--- config.mk ---
export PLATFORM = sky130hd
export DESIGN_NAME = dma_mem2mem_ctrl
export DESIGN_NICKNAME = d
export VERILOG_FILES = /design/src/rtl/dma_pkg.sv /design/src/rtl/dma_chan_regs.sv /design/src/rtl/dma_mem2mem_ctrl.sv
export SDC_FILE = /design/constraint.sdc
export NUM_CORES = 1
export LEC_CHECK = 0
export ABC_AREA = 1
export BUFFER_PORTS_ARGS = -buffer_cell sky130_fd_sc_hd__buf_4
export CORE_AREA = 5 5 86 88
export CTS_CLUSTER_SIZE = 24
export DETAILED_ROUTE_END_ITERATION = 6
export DIE_AREA = 0 0 91 93
export GPL_TIMING_DRIVEN = 0
export PLACE_DENSITY = 0.83
export RECOVER_POWER = 100
export SYNTH_ARGS = -nofsm -noshare
export SYNTH_HDL_FRONTEND = slang
export SYNTH_HIERARCHICAL = 1
export SYNTH_SLANG_ARGS = --single-unit
--- constraint.sdc ---
create_clock -name clk -period 2.7 [get_ports clk]
set_input_delay 0.405 -clock clk [delete_from_list [all_inputs] [get_ports clk]]
set_output_delay 0.405 -clock clk [all_outputs]
set_load 0.005 [all_outputs]
--- src/rtl/dma_pkg.sv ---
// Shared types and constants for the memory-to-memory DMA sequencer.
package dma_pkg;

    localparam int unsigned DMA_ADDR_W = 16;
    localparam int unsigned DMA_CNT_W  = 16;
    localparam int unsigned DMA_WAIT_W = 4;

    // Temporary data register direction: capture from bus or drive onto bus
    localparam logic TMP_CAPTURE = 1'b1;
    localparam logic TMP_DRIVE   = 1'b0;

    typedef enum logic [2:0] {
        IDLE = 3'd0,
        REQ  = 3'd1,
        RD   = 3'd2,
        XFER = 3'd3,
        WR   = 3'd4,
        UPD  = 3'd5,
        DONE = 3'd6
    } dma_state_e;

endpackage

--- src/rtl/dma_chan_regs.sv ---
// Channel working registers: current source, destination and remaining count.
// The source-hold flag is captured with the rest of the configuration.
module dma_chan_regs
    import dma_pkg::*;
#(
    parameter int unsigned ADDR_W = DMA_ADDR_W,
    parameter int unsigned CNT_W  = DMA_CNT_W
) (
    input  logic              clk,
    input  logic              reset,
    input  logic              i_load,
    input  logic              i_step,
    input  logic              i_src_hold,
    input  logic [ADDR_W-1:0] i_src,
    input  logic [ADDR_W-1:0] i_dst,
    input  logic [CNT_W-1:0]  i_cnt,
    output logic [ADDR_W-1:0] o_cur_src,
    output logic [ADDR_W-1:0] o_cur_dst,
    output logic              o_tc
);

    logic [ADDR_W-1:0] r_src;
    logic [ADDR_W-1:0] r_dst;
    logic [CNT_W-1:0]  r_cnt;
    logic              r_src_hold;

    // Load on start, advance addresses and count down once per word
    always_ff @(posedge clk) begin
        if (reset) begin
            r_src      <= '0;
            r_dst      <= '0;
            r_cnt      <= '0;
            r_src_hold <= 1'b0;
        end else if (i_load) begin
            r_src      <= i_src;
            r_dst      <= i_dst;
            r_cnt      <= i_cnt;
            r_src_hold <= i_src_hold;
        end else if (i_step) begin
            if (!r_src_hold) begin
                r_src <= r_src + ADDR_W'(1);
            end
            r_dst <= r_dst + ADDR_W'(1);
            if (r_cnt != '0) begin
                r_cnt <= r_cnt - CNT_W'(1);
            end
        end
    end

    assign o_cur_src = r_src;
    assign o_cur_dst = r_dst;
    assign o_tc      = (r_cnt == '0);

endmodule

--- src/rtl/dma_mem2mem_ctrl.sv ---
// Memory-to-memory DMA sequencer: read word into the temporary register,
// turn it around, write it out, with 8237-style hrq/hlda bus ownership.
// Optional macro DMA_SRC_HOLD_EN adds src_hold (fixed source address fill).
module dma_mem2mem_ctrl
    import dma_pkg::*;
#(
    parameter int unsigned ADDR_W   = DMA_ADDR_W,
    parameter int unsigned CNT_W    = DMA_CNT_W,
    parameter int unsigned WAIT_CYC = 0
) (
    input  logic              clk,
    input  logic              reset,
    input  logic              start,
    input  logic [ADDR_W-1:0] src_addr,
    input  logic [ADDR_W-1:0] dst_addr,
    input  logic [CNT_W-1:0]  word_count,
`ifdef DMA_SRC_HOLD_EN
    input  logic              src_hold,
`endif
    input  logic              hlda,
    output logic              hrq,
    output logic [ADDR_W-1:0] addr,
    output logic              memr_n,
    output logic              memw_n,
    output logic              tmp_dir,
    output logic              busy,
    output logic              eop
);

    localparam logic [DMA_WAIT_W-1:0] WAIT_LAST = DMA_WAIT_W'(WAIT_CYC);

    dma_state_e            r_state;
    dma_state_e            w_state_next;
    logic [DMA_WAIT_W-1:0] r_wait;
    logic                  w_wait_done;
    logic                  w_load;
    logic                  w_step;
    logic                  w_src_hold;
    logic [ADDR_W-1:0]     w_cur_src;
    logic [ADDR_W-1:0]     w_cur_dst;
    logic                  w_tc;

`ifdef DMA_SRC_HOLD_EN
    assign w_src_hold = src_hold;
`else
    assign w_src_hold = 1'b0;
`endif

    assign w_load      = (r_state == IDLE) && start;
    assign w_step      = (r_state == UPD);
    assign w_wait_done = (r_wait == WAIT_LAST);

    dma_chan_regs #(
        .ADDR_W (ADDR_W),
        .CNT_W  (CNT_W)
    ) u_chan_regs (
        .clk        (clk),
        .reset      (reset),
        .i_load     (w_load),
        .i_step     (w_step),
        .i_src_hold (w_src_hold),
        .i_src      (src_addr),
        .i_dst      (dst_addr),
        .i_cnt      (word_count),
        .o_cur_src  (w_cur_src),
        .o_cur_dst  (w_cur_dst),
        .o_tc       (w_tc)
    );

    // State register
    always_ff @(posedge clk) begin
        if (reset) begin
            r_state <= IDLE;
        end else begin
            r_state <= w_state_next;
        end
    end

    // Strobe stretch counter, runs only while a read or write strobe is active
    always_ff @(posedge clk) begin
        if (reset) begin
            r_wait <= '0;
        end else if (((r_state == RD) || (r_state == WR)) && !w_wait_done) begin
            r_wait <= r_wait + DMA_WAIT_W'(1);
        end else begin
            r_wait <= '0;
        end
    end

    // Next-state logic; hlda only matters when entering a new word
    always_comb begin
        w_state_next = r_state;
        case (r_state)
            IDLE: if (start) w_state_next = REQ;
            REQ:  if (hlda) w_state_next = RD;
            RD:   if (w_wait_done) w_state_next = XFER;
            XFER: w_state_next = WR;
            WR:   if (w_wait_done) w_state_next = UPD;
            UPD: begin
                if (w_tc) begin
                    w_state_next = DONE;
                end else if (hlda) begin
                    w_state_next = RD;
                end else begin
                    w_state_next = REQ;
                end
            end
            DONE:    w_state_next = IDLE;
            default: w_state_next = IDLE;
        endcase
    end

    // Output decode from registered state and channel registers only
    always_comb begin
        hrq     = 1'b0;
        addr    = '0;
        memr_n  = 1'b1;
        memw_n  = 1'b1;
        tmp_dir = TMP_CAPTURE;
        busy    = 1'b0;
        eop     = 1'b0;
        case (r_state)
            REQ: begin
                hrq  = 1'b1;
                busy = 1'b1;
            end
            RD: begin
                hrq    = 1'b1;
                busy   = 1'b1;
                addr   = w_cur_src;
                memr_n = 1'b0;
            end
            XFER: begin
                hrq     = 1'b1;
                busy    = 1'b1;
                addr    = w_cur_dst;
                tmp_dir = TMP_DRIVE;
            end
            WR: begin
                hrq     = 1'b1;
                busy    = 1'b1;
                addr    = w_cur_dst;
                memw_n  = 1'b0;
                tmp_dir = TMP_DRIVE;
            end
            UPD: begin
                hrq  = 1'b1;
                busy = 1'b1;
            end
            DONE: eop = 1'b1;
            default: ;
        endcase
    end

endmodule

==> results.tsv <==
metric	value	unit
antenna_left	0	
dominantRegCellSynth	dfxtp_1	
cts_tree	yes	
wl	11800	um
cp-end-kind	flop	
power_density	1040	mW/mm^2
htree_levels	2	
post_drt_via_cell_ratio	5.66	
cpPeakStageDelay	460	ps
antennaDiodeCount	0	
arrival	2680	ps
finalHoldViolCount	0	
yosys-top-cells-area	dfxtp_1 (29%), nand2_1 (16%), nor2_1 (7.9%), nand3_1 (6.2%), inv_1 (5.2%)	
syn_inst	621	
met2WireLength	5440	um
fin_util	70.1	%
num_rows	30	
clock-root-buffer	clkbuf_8	
top_level_ports	74	
synth_top_cell_by_area	dfxtp_1	
ys_ff_latch	56	
finalNonFillerCells	782	
wl_per_cell	15.0	um
setup_ws	279	ps
fmax	413	MHz
post-route-min-period	2420	ps
path_common_cell	clkbuf_1	
cts_buffers	5	
seq_area_frac_synth	28.9	%
worst_slew_pin_slew	702	ps
cts_num_sinks	56	
grt_use_total	27.6	%
drcViolationCount	0	
syn2layout_area_growth	18.6	%
rsz0062_at_grt	no	
first_pass_iters	5	
clockBufferDepth	2	
antenna_found_initial	0	
die_area	0.00846	sq mm
crit_type	reg -> reg	
grt_pass1_wl	19300	um
drt_iter0_markers	375	
timing.final.crit_share	89.7	%
hp-class	in -> reg	
floorplan.initialDensity	59.1	%
total_power	4.81	mW
synth_edf_count	0	
routed.top_layer	met4	
cp.required	2960	ps
leakage	1.96	nW
critical_path.max_fanout	10	
cts_setup_buffers	0	
maxSlewViolCount	0	
postSynthAreaPerCell	6.25	sq um
insertion_delay	310	ps
max-slew-margin-rel	53.2	%
fin_area	0.00460	sq mm
slowest_stage	clkbuf_1	
clock_skew	7.09	ps
holdWs	275	ps
synth.top_cell.area_share	28.9	%
setup_viol	0	
coreArea	0.00657	sq mm
routabilityCongestion	0.908	
fill_cells	616	
dp.cells	774	
ctsHoldBuffers	0	
cts_resized	0	
vdd_ir_drop_max	0.783	mV
die_w	91	um
nNetsFinal	758	
synth_nets	678	
final_layout_size_suffix_gt1_share	18.5	%
dr_wl_met3	1180	um
grt-ovfl-total	0	
synthArstFlopShare	0	%
clk_pin_slew	100	ps
finalSetupTns	0	ps
pre_cts_ws	536	ps
dpl-instance-area	0.00453	sq mm
crit_chain	clkbuf_1, nor4_1, clkbuf_1, buf_2, clkbuf_1, nand2_1, nand3_1, nand2_1, inv_1	
syn_area	0.00388	sq mm
ys_warn_count	6	
critPathLaunchType	flop	
place_hpwl	8980	um
vias	4426	
status	completed	
met1_length	4890	um
grt_max_degree	17	
portBuffers	73	
die_h	93	um
synth.distinct_cells	45	
grt_pass1_vias	4083	
drv_cap	0	
## cells in the final DEF (no fill, tap or decap), types with 2 or more instances in the layout
cell	count
buf_2	5
inv_1	58
or2_2	5
clkbuf_8	5
nor3_1	7
dfxtp_1	56
clkbuf_2	2
o211ai_1	2
o21ai_0	30
nor2_2	5
nand2_2	6
nor2_1	82
nand4_1	8
a22oi_1	7
nor3_2	2
xnor2_1	6
a21boi_1	2
clkbuf_4	12
a21oi_1	43
nand3b_1	5
o21bai_1	2
o21ai_1	5
inv_2	4
xor2_1	10
a31oi_1	5
buf_4	64
clkbuf_1	12
a211oi_1	2
o21ai_2	11
ha_1	5
nand2_1	168
nand3_1	49
## final timing paths
path / start / to / slack, ps / cells past startpoint
max reg2reg: r_state[2] / u_chan_regs/o_cur_dst[1] / 280 / 9
min: reset / r_state[0] / 270 / 2
max: r_state[2] / u_chan_regs/o_cur_dst[1] / 280 / 9
min reg2reg: r_wait[0] / r_wait[0] / 480 / 1
## cells in the mapped netlist, types with 6 or more instances
cell,count
a22oi_1,7
nand2_1,168
nand3_1,48
dfxtp_1,56
inv_2,8
clkbuf_1,7
o21ai_0,29
nor3_1,7
nand2_2,6
nor2_1,82
nand4_1,8
inv_1,54
a21oi_1,39
buf_2,9
o21ai_2,12
xnor2_1,6
xor2_1,10
## worst max-delay path: cells and delay by family, from the launching register on
kind                   cells  cell delay (ps)
AND/OR/NAND/NOR            4              650
flip-flops                 1              320
buffers and inverters      5             1390
## flip-flops by register name, summed over array words and instances (netlist names)
register	flops
u_chan_regs/r_cnt	16
u_chan_regs/r_src_hold	1
u_chan_regs/o_cur_src	16
r_wait	4
r_state	3
u_chan_regs/o_cur_dst	16
## where the power goes
group          switching, mW  total, mW  internal (mW)
registers              0.304       1.36           1.06
logic                   1.81       2.89           1.08
clock network          0.277      0.553          0.276
total                   2.39       4.81           2.42
## kinds of logic (layout without fill, tap and decap cells)
group                    after synthesis  count (layout)  share of synthesized area [%]
other                                  1               1                         0.0967
adder cells (fa/ha/maj)                5               5                           1.61
buffers and inverters                 89             170                           10.4
AND/OR/NAND/NOR                      340             340                           37.6
XOR/XNOR                              16              16                           3.61
flip-flops                            56              56                           28.9
AO/OA/AOI/OAI                        114             114                           17.8
## layer usage
| metal | GRT usage [%] | up-vias |
|---|---|---|
| met5 | 0 | - |
| li1 | - | 2167 |
| met1 | 38.0 | 1982 |
| met4 | 9.29 | 0 |
| met2 | 43.4 | 246 |
| met3 | 5.07 | 31 |
## layout make-up
cell class	count	area, sq um	area share (%)
Multi-Input combinational cell	476	2330	50.7
Sequential cell	56	1120	24.4
Timing Repair Buffer	73	548	11.9
Inverter	64	243	5.27
Buffer	25	149	3.24
Tap cell	80	100	2.18
Clock buffer	6	72.6	1.58
Clock inverter	2	35.0	0.761
Power figures use the tool's default switching activity.
